[config.mk]
export PLATFORM = sky130hd
export DESIGN_NAME = reg_wb_arbiter
export DESIGN_NICKNAME = d
export VERILOG_FILES = /design/src/rtl/reg_wb_arbiter_pkg.sv /design/src/rtl/reg_wb_arbiter_rr_arb2.sv /design/src/rtl/reg_wb_arbiter.sv
export SDC_FILE = /design/constraint.sdc
export NUM_CORES = 1
export LEC_CHECK = 0
export CORE_UTILIZATION = 38
export CTS_CLUSTER_DIAMETER = 50
export CTS_CLUSTER_SIZE = 28
export DETAILED_ROUTE_END_ITERATION = 10
export PLACE_DENSITY = 0.88
export SLEW_MARGIN = 20
export SYNTH_ARGS = -nofsm -noshare
export SYNTH_HDL_FRONTEND = slang
export SYNTH_SLANG_ARGS = --single-unit
[constraint.sdc]
create_clock -name clk -period 1.6 [get_ports clk]
set_input_delay 0.16 -clock clk [delete_from_list [all_inputs] [get_ports clk]]
set_output_delay 0.16 -clock clk [all_outputs]
set_load 0.1 [all_outputs]
[src/rtl/reg_wb_arbiter_pkg.sv]
`default_nettype none
// ============================================================================
// Module      : reg_wb_arbiter_pkg
// Description : Shared types for the register-file writeback arbiter.
// Revision    : 1.0 - initial release
// ============================================================================
package reg_wb_arbiter_pkg;

   // Upper bounds for the instance widths carried inside wb_req_t.
   localparam int c_MAX_DATA_WIDTH = 64;
   localparam int c_MAX_ADDR_WIDTH = 8;

   typedef enum logic [0:0] {
      PREFER_ALU = 1'b0,
      PREFER_MEM = 1'b1
   } arb_state_t;

   typedef struct packed {
      logic                        valid;
      logic [c_MAX_ADDR_WIDTH-1:0] addr;
      logic [c_MAX_DATA_WIDTH-1:0] data;
   } wb_req_t;

endpackage
`default_nettype wire

[src/rtl/reg_wb_arbiter_rr_arb2.sv]
`default_nettype none
// ============================================================================
// Module      : rr_arb2
// Description : Two-way round-robin arbiter with freeze input.
// Revision    : 1.0 - initial release
// ============================================================================
module rr_arb2
   import reg_wb_arbiter_pkg::*;
(
   input  logic clk,
   input  logic rst,
   input  logic hold,
   input  logic alu_valid,
   input  logic mem_valid,
   output logic alu_grant,
   output logic mem_grant,
   output logic last_grant_mem
);

   arb_state_t r_state;
   logic       r_last_grant_mem;
   logic       w_open;

   // Grants depend only on request valids, freeze, reset and arbiter state.
   assign w_open    = !rst && !hold;
   assign alu_grant = w_open && alu_valid && (!mem_valid || (r_state == PREFER_ALU));
   assign mem_grant = w_open && mem_valid && (!alu_valid || (r_state == PREFER_MEM));

   always_ff @(posedge clk) begin
      if (rst) begin
         r_state          <= PREFER_ALU;
         r_last_grant_mem <= 1'b0;
      end else if (alu_grant) begin
         r_state          <= PREFER_MEM;
         r_last_grant_mem <= 1'b0;
      end else if (mem_grant) begin
         r_state          <= PREFER_ALU;
         r_last_grant_mem <= 1'b1;
      end
   end

   assign last_grant_mem = r_last_grant_mem;

endmodule
`default_nettype wire

[src/rtl/reg_wb_arbiter.sv]
`default_nettype none
// ============================================================================
// Module      : reg_wb_arbiter
// Description : Arbitrates ALU and load writebacks onto one register-file port.
// Revision    : 1.0 - initial release
// ============================================================================
module reg_wb_arbiter
   import reg_wb_arbiter_pkg::*;
#(
   parameter int REG_BIT_WIDTH    = 32,
   parameter int NUM_OF_REGS      = 32,
   parameter int REG_ENCODE_WIDTH = $clog2(NUM_OF_REGS)
) (
   input  logic                        clk,
   input  logic                        rst,
   input  logic                        alu_valid,
   output logic                        alu_ready,
   input  logic [REG_ENCODE_WIDTH-1:0] alu_addr,
   input  logic [REG_BIT_WIDTH-1:0]    alu_data,
   input  logic                        mem_valid,
   output logic                        mem_ready,
   input  logic [REG_ENCODE_WIDTH-1:0] mem_addr,
   input  logic [REG_BIT_WIDTH-1:0]    mem_data,
   input  logic                        hold,
   output logic                        rd_wr_en,
   output logic [REG_ENCODE_WIDTH-1:0] rd_addr,
   output logic [REG_BIT_WIDTH-1:0]    rd_data,
   output logic                        last_grant_mem
);

   wb_req_t                     w_alu_req;
   wb_req_t                     w_mem_req;
   wb_req_t                     w_sel_req;
   logic                        w_alu_grant;
   logic                        w_mem_grant;
   logic                        w_xfer;
   logic [REG_ENCODE_WIDTH-1:0] w_sel_addr;
   logic [REG_BIT_WIDTH-1:0]    w_sel_data;
   logic                        w_unused_bits;

   logic                        r_rd_wr_en;
   logic [REG_ENCODE_WIDTH-1:0] r_rd_addr;
   logic [REG_BIT_WIDTH-1:0]    r_rd_data;

   always_comb begin
      w_alu_req       = '0;
      w_alu_req.valid = alu_valid;
      w_alu_req.addr[REG_ENCODE_WIDTH-1:0] = alu_addr;
      w_alu_req.data[REG_BIT_WIDTH-1:0]    = alu_data;
      w_mem_req       = '0;
      w_mem_req.valid = mem_valid;
      w_mem_req.addr[REG_ENCODE_WIDTH-1:0] = mem_addr;
      w_mem_req.data[REG_BIT_WIDTH-1:0]    = mem_data;
   end

   rr_arb2 u_arb (
      .clk            (clk),
      .rst            (rst),
      .hold           (hold),
      .alu_valid      (alu_valid),
      .mem_valid      (mem_valid),
      .alu_grant      (w_alu_grant),
      .mem_grant      (w_mem_grant),
      .last_grant_mem (last_grant_mem)
   );

   assign alu_ready = w_alu_grant;
   assign mem_ready = w_mem_grant;
   assign w_xfer    = w_alu_grant || w_mem_grant;

   assign w_sel_req  = w_mem_grant ? w_mem_req : w_alu_req;
   assign w_sel_addr = w_sel_req.addr[REG_ENCODE_WIDTH-1:0];
   assign w_sel_data = w_sel_req.data[REG_BIT_WIDTH-1:0];
   assign w_unused_bits = ^w_sel_req;

   // Writes to x0 are accepted upstream but never reach the register file.
   always_ff @(posedge clk) begin
      if (rst) begin
         r_rd_wr_en <= 1'b0;
         r_rd_addr  <= '0;
         r_rd_data  <= '0;
      end else begin
         r_rd_wr_en <= w_xfer && (w_sel_addr != '0);
         if (w_xfer) begin
            r_rd_addr <= w_sel_addr;
            r_rd_data <= w_sel_data;
         end
      end
   end

   assign rd_wr_en = r_rd_wr_en;
   assign rd_addr  = r_rd_addr;
   assign rd_data  = r_rd_data;

endmodule
`default_nettype wire

==> Yosys cells after proc, flatten, opt, wreduce, memory -nomap -nowiden <==
Cells that the tools add are included.
{ "totals": {"register_bits": 40, "out_inout_bits": 41} }
{ "classes": {"muxes": 3, "bitwise": 1, "n_reduce_logical": 16} }
{ "op_table": {"columns": ["cell", "n"], "rows": [
  ["69-bit 2-to-1 mux", 1],
  ["1-bit logical AND", 6],
  ["5-bit nonzero test", 1],
  ["1-bit logical NOT", 4],
  ["1-bit logical OR", 3],
  ["1-bit 2-to-1 mux", 2],
  ["2-bit nonzero test", 1],
  ["2-bit OR reduction", 1],
  ["1-bit NOT", 1]
]} }

==> Longest topological paths before layout <==
Gate-level depths: netlist (run 1).
{ "logic_depth": {"word_depth": 7, "ltp_mapped": 6, "ltp_nobuf": 4} }

==> By module <==
From an unflattened synthesis (run 1), not the netlist that was laid out.
{ "unflattened": {"cells_unflattened": 182, "area_unflattened_um2": 1943.1} }
{ "by_module_without_submodules": {"columns": ["module", "n_inst", "cells_per_inst", "area_each_um2"], "rows": [
  ["reg_wb_arbiter", 1, 170, 1836.8],
  ["rr_arb2", 1, 12, 106.4]
]} }

==> Least setup slack after synthesis (run 1) <==
Ideal clock, no wire load.
{ "synth_timing": {"path_kind": "input to output", "from": "in rst", "to": "out mem_ready", "arrival_time_ns": 1.727, "path_slack_ns": -0.287, "path_stages": 6, "n_path_buf": 3, "cell_sequence": "clkbuf_2 or3b_1 or2_1 buf_6 buf_6 inv_1"} }
{ "synth_via": {"elab_chain_cells": 4} }
{ "synth_lines": {"columns": ["item", "line", "source"], "rows": [
  ["from (decl)", "reg_wb_arbiter.sv:15", "input logic rst,"],
  ["1-bit logical NOT", "reg_wb_arbiter_rr_arb2.sv:25", "assign w_open = !rst && !hold;"],
  ["1-bit logical AND", "reg_wb_arbiter_rr_arb2.sv:25", null],
  ["1-bit logical AND (2 in series)", "reg_wb_arbiter_rr_arb2.sv:27", "assign mem_grant = w_open && mem_valid && (!alu_valid || (r_state == PREFER_MEM));"],
  ["to (decl)", "reg_wb_arbiter.sv:21", "output logic mem_ready,"]
]} }
No other way between the ends.

==> Final worst setup path (run 1) <==
{ "layout_timing": {"from": "in hold", "to": "out mem_ready"} }
{ "layout_via": {"elab_chain_cells": 4} }
{ "layout_lines": {"columns": ["item", "line", "source"], "rows": [
  ["from (decl)", "reg_wb_arbiter.sv:24", "input logic hold,"],
  ["1-bit logical NOT", "reg_wb_arbiter_rr_arb2.sv:25", null],
  ["1-bit logical AND", "reg_wb_arbiter_rr_arb2.sv:25", null],
  ["1-bit logical AND (2 in series)", "reg_wb_arbiter_rr_arb2.sv:27", null]
]} }
No other way between the ends.

==> impl_metrics.json, run 1 <==
{
  "synth_cell_types": 22,
  "fin_crit_sh_pct": 93.1,
  "fin_setup_tns_ps": 0,
  "dr.pass1.iters": 5,
  "critPathSlowestCell": "or3b_1",
  "skew_ps": 1.99,
  "area_delta_synth_final_pct": 91.1,
  "fin_total_pwr_mw": 3.03,
  "clk_pin_slew_ps": 70,
  "place.gp.congestion": 0.773,
  "netlist_area_um2": 2010,
  "ant_nets": 0,
  "powerDensity_nw_per_um2": 787,
  "insertion_delay_ps": 280,
  "irDropWorstVdd_uv": 436,
  "use_met3_pct": 4.82,
  "ys_seq_area_share_pct": 39.8,
  "cpPeakStageDelay_ps": 390,
  "final_area_um2": 3850,
  "fp.dieArea_um2": 5600,
  "post-route-util_pct": 75.4,
  "antenna_found_initial": 0,
  "critPathBufInv": 3,
  "post-synth-top-count-cell": "dfxtp_1",
  "fin_hold_ws_ps": 480,
  "synth_warnings": 0,
  "hpwl_um": 5510,
  "htree_levels": 2,
  "synth_top_area_share_pct": 39.8,
  "finalSetupViolCount": 0,
  "drive_gt1_share_pct": 22.2,
  "cts_buffer_depth": 2,
  "place_ws_ps": -322,
  "critPathLaunchType": "input port",
  "critical_path.cell_chain": "dlygate4sd2_1 > or3b_1 > or2_4 > clkinvlp_4 > buf_12",
  "worstPathArrival_ps": 1330,
  "rows": 26,
  "syn-mean-instance-area_um2": 8.29,
  "placed_area_um2": 3740,
  "synthMuxAreaShare_pct": 0,
  "clkSinkCount": 40,
  "whs_path_depth": 3,
  "grt_overflow_total": 0,
  "vias_per_cell": 6.01,
  "finalCriticalPeriod_ps": 1490,
  "maxCapViolations": 0,
  "synthCells": 243,
  "numCtsBuffers": 5,
  "end_kind": "output pin",
  "grt_pass1_vias": 2582,
  "dr_total_vias": 2583,
  "synthSimpleGateAreaFrac_pct": 24.0,
  "use_met2_pct": 49.5,
  "slew_viol_final": 0,
  "synth-seq-cells": 40,
  "synth-edff-count": 0,
  "worstMarginPinSlew_ps": 415,
  "synth_xor_xnor_area_share_pct": 0,
  "ios": 120,
  "max_clock_freq_mhz": 671,
  "synth_top_family_by_area": "compound AO/OA/AOI/OAI gates",
  "synth_commonest_cells": "dfxtp_1 (40), a311oi_1 (37), nand4_1 (37), nor3_1 (37), o21ai_0 (37)",
  "dp_cells": 421,
  "critPathKind": "input port to output pin",
  "synth_flop_cell": "dfxtp_1",
  "finalHoldViolCount": 0,
  "crit_required_ps": 1440,
  "yosys.area.top_type": "dfxtp_1",
  "setup_slack_ps": 110,
  "synth-adder-area-share_pct": 0,
  "gr-usage-met1_pct": 32.7,
  "rsz0062_at_grt": "false",
  "grt_max_degree": 39,
  "cts_tree": "built",
  "p_leak_nw": 1.32,
  "synth.area.top_cells": "dfxtp_1 (40%), a311oi_1 (16%), nand4_1 (11%)",
  "first_iter_violations": 229,
  "stdcell_count": 430,
  "antenna_cells": 0,
  "port_buffers": 119,
  "clock-root-buffer": "clkbuf_8",
  "status": "completed",
  "post_drt_wl_per_cell_um": 18.0,
  "cp_num_cells": 5,
  "synth_compound_gate_area_share_pct": 26.6,
  "r2r_cells": 5,
  "async_flop_share_pct": 0,
  "syn_nets": 322,
  "maxSlewHeadroom_pct": 72.3,
  "initial_utilization_pct": 39.4,
  "die_x_um": 74.8,
  "grt_util_all_layers_pct": 27.7,
  "nets": 438,
  "wirelength_um": 7750,
  "path_max_fanout": 2,
  "route.detailed.drc": 0,
  "hold_path_class": "input port to register",
  "critPathTopFamily": "simple AND/OR/NAND/NOR gates",
  "grt_busiest_layer": "met2",
  "core_um2": 5110,
  "die_y_um": 74.8,
  "grt_pass1_wl_um": 11900
}
[logic make-up (layout without fill, tap and decap cells)]
kind of cell    Yosys count  in the layout
compound gates           77             77
buf+inv                  40            157
simple gates             86             86
flops                    40             40
[layout make-up]
type | instances | area [µm²]
repair buffers | 145 | 1810
fillers | 371 | 1260
multi-input cells | 163 | 1040
flip-flops and latches | 40 | 801
inverters | 4 | 22.5
well taps | 70 | 87.6
clock buffers | 8 | 90.1
[worst reg2reg max path, delay by kind of cell (launching register included)]
family          cells  cell delay (ps)
buf+inv             2              320
compound gates      1              250
simple gates        2              310
flops               1              420
[cell usage in the layout, fill, tap and decap left out, drive strengths merged]
cell,netlist,routed
o22ai,1,1
a211o,1,1
a211oi,1,1
o21ai,37,37
clkdlybuf4s50,0,75
nand3b,1,1
nand3,1,1
nand4,37,37
dlygate4sd2,0,3
clkinvlp,0,2
or2,1,1
nor2b,1,1
a311oi,37,37
nor2,3,3
dfxtp,40,40
or3b,1,1
or4,2,2
nor3,37,37
buf,10,67
nand2,2,2
inv,4,2
clkbuf,26,8
[state kept, by name, indices dropped and copies added (netlist names)]
register / cells
rd_data: 32
u_arb.last_grant_mem: 1
rd_wr_en: 1
rd_addr: 5
u_arb.r_state: 1
[repair_timing]
action | 4_1_cts | 5_1_grt
buffers inserted | 1 | 0
hold buffers | 0 | 0
endpoints found under the setup margin | 2 | 1
gates resized for setup | 4 | 2
pin swaps | 2 | 0
[worst paths after layout]
check,to,from,slack [ps]
worst min-delay path,rd_addr[4],rst,480
worst max register to register,rd_data[25],u_arb.r_state,200
worst min register to register,u_arb.last_grant_mem,u_arb.last_grant_mem,510
worst max-delay path,mem_ready,hold,110
[where the power goes]
part	total (mW)	internal [mW]	switching (mW)
clock	0.691	0.352	0.339
combinational	1.21	0.502	0.709
sequential	1.13	1.06	0.0687
total	3.03	1.91	1.12
[per-layer routing]
metal  wire, µm  part of all wire, %
met1       3030                   39
met2       4050                   52
met3        556                  7.2
met4        115                  1.5
met5          0                    0
Power figures use the tool's default switching activity.
==> run 2: changes to the inputs <==
Settings changed: CORE_ASPECT_RATIO set to 1.1.
==> impl_metrics.json, run 2 (same netlist as run 1, synthesis figures left out) <==
{
  "initial_utilization_pct": 39.8,
  "hold_path_class": "input port to register",
  "cts_buffer_depth": 2,
  "wl_met3_um": 551,
  "clock-root-buffer": "clkbuf_8",
  "fin_hold_ws_ps": 460,
  "drive_gt1_share_pct": 22.1,
  "fin_total_pwr_mw": 3.15,
  "route.detailed.drc": 0,
  "p_clk_share_pct": 25.5,
  "maxSlewHeadroom_pct": 71.4,
  "first_iter_violations": 262,
  "max_clock_freq_mhz": 658,
  "fin_setup_tns_ps": 0,
  "ios": 120,
  "rows": 27,
  "fin_crit_sh_pct": 95.0,
  "finalSetupViolCount": 0,
  "rsz0062_at_grt": "false",
  "die_x_um": 71.4,
  "irDropWorstVdd_uv": 552,
  "grt_pass1_wl_um": 12300,
  "crit_required_ps": 1440,
  "nets": 435,
  "port_buffers": 119,
  "cts_tree": "built",
  "regArea_um2": 801,
  "setup_slack_ps": 79.3,
  "grt_overflow_total": 0,
  "powerDensity_nw_per_um2": 815,
  "core_um2": 5070,
  "end_kind": "output pin",
  "worstMarginPinSlew_ps": 429,
  "multi_input_area_um2": 1040,
  "die_y_um": 78.4,
  "power.switching_mw": 1.12,
  "grt_util_all_layers_pct": 27.3,
  "cp-startpoint": "hold",
  "antenna_found_initial": 0,
  "numCtsBuffers": 5,
  "antenna_cells": 0,
  "skew_ps": 7.40,
  "wl_met2_um": 3830,
  "place.gp.congestion": 0.809,
  "critPathKind": "input port to output pin",
  "finalHoldViolCount": 0,
  "worstPathArrival_ps": 1360,
  "htree_levels": 2,
  "final_common_cell": "clkdlybuf4s50_1",
  "vias_per_cell": 6.16,
  "post_drt_wl_per_cell_um": 18.4,
  "stdcell_count": 415,
  "insertion_delay_ps": 290,
  "maxCapViolations": 0,
  "p_leak_nw": 1.33,
  "critPathLaunchType": "input port",
  "dp_cells": 406,
  "fp.dieArea_um2": 5600,
  "ant_nets": 0,
  "switching_share_pct": 35.6,
  "layout_common_cells": "clkdlybuf4s50_1 (75), buf_12 (45), dfxtp_1 (40)",
  "area_delta_synth_final_pct": 91.9,
  "grt_max_degree": 39,
  "fillCellCount": 320,
  "place_ws_ps": -292,
  "power_frac_seq_pct": 35.8,
  "clk_pin_slew_ps": 80,
  "grt_pass1_vias": 2555,
  "status": "completed",
  "wirelength_um": 7660,
  "dr.pass1.iters": 6,
  "dr_total_vias": 2558,
  "largest_register_ffs": 32,
  "hpwl_um": 5140,
  "combinationalPowerShare_pct": 38.8,
  "clkSinkCount": 40,
  "p_int_mw": 2.03,
  "reg2reg_from": "u_arb.r_state",
  "finalCriticalPeriod_ps": 1520,
  "path_max_fanout": 2,
  "slew_viol_final": 0,
  "hp-start": "rst",
  "top_layer": "met4",
  "m1WireLength_um": 3170
}
-- run 2: cell types whose count changed in the layout (fill, tap and decap cells not counted), sizes merged --
cell,previous run,this run
buf,67,64
clkbuf,8,6
bufinv,0,1
clkinv,0,1
-- run 2: worst max-delay path, stage by stage --
cell,delay [ps]
dlygate4sd2_1,250
or3b_4,400
or2_4,280
clkinvlp_4,100
buf_12,170
-- run 2: power by group through the flow --
| stage | Combinational [mW] | Clock [mW] | Sequential (mW) |
|---|---|---|---|
| after global routing | 1.26 | 0.867 | 1.13 |
| after CTS | 1.22 | 0.808 | 1.13 |
| after global placement | 1.20 | 0 | 1.15 |
| final | 1.22 | 0.803 | 1.13 |
| after detailed placement | 1.21 | 0 | 1.15 |
| after floorplan | 0.221 | 0 | 1.55 |
-- run 2: final timing paths --
check	to	slack (ps)	cells past startpoint
setup reg to reg	rd_data[30]	200	5
hold reg to reg	u_arb.last_grant_mem	500	2
hold / removal	rd_addr[0]	460	3
setup / recovery	mem_ready	80	5
-- run 2: area by class of cell --
class / instances / share of cell area (%)
Timing Repair Buffer: 142 / 47.1
Multi-Input combinational cell: 163 / 26.9
Sequential cell: 40 / 20.7
Clock buffer: 6 / 1.88
Tap cell: 58 / 1.88
Clock inverter: 2 / 0.906
Inverter: 4 / 0.583
-- run 2: through the flow --
stage,utilization (%),instance area [µm²]
global placement,73.8,3740
detailed placement,73.8,3740
floorplan,-,2020
global route,76.3,3860
CTS,76.2,3860
finish,76.3,3860
-- run 2: timing repair --
| item | 4_1_cts | 5_1_grt |
|---|---|---|
| hold buffers | 0 | 0 |
| pin swaps | 2 | 0 |
| resized for setup | 6 | 1 |
| setup endpoints to repair | 7 | 1 |
| setup buffers | 1 | 0 |
-- run 2: metal layers --
metal	GRT usage (%)	vias to the layer above
met2	47.5	141
met3	5.01	15
li1	-	1188
met4	8.40	0
met5	0	-
met1	33.7	1214
==> run 3: changes to the inputs <==
Settings changed: SLEW_MARGIN 20 to 40.
==> results of run 3 <==
Same layout as run 2: the final DEF is identical, and so are final timing and power.
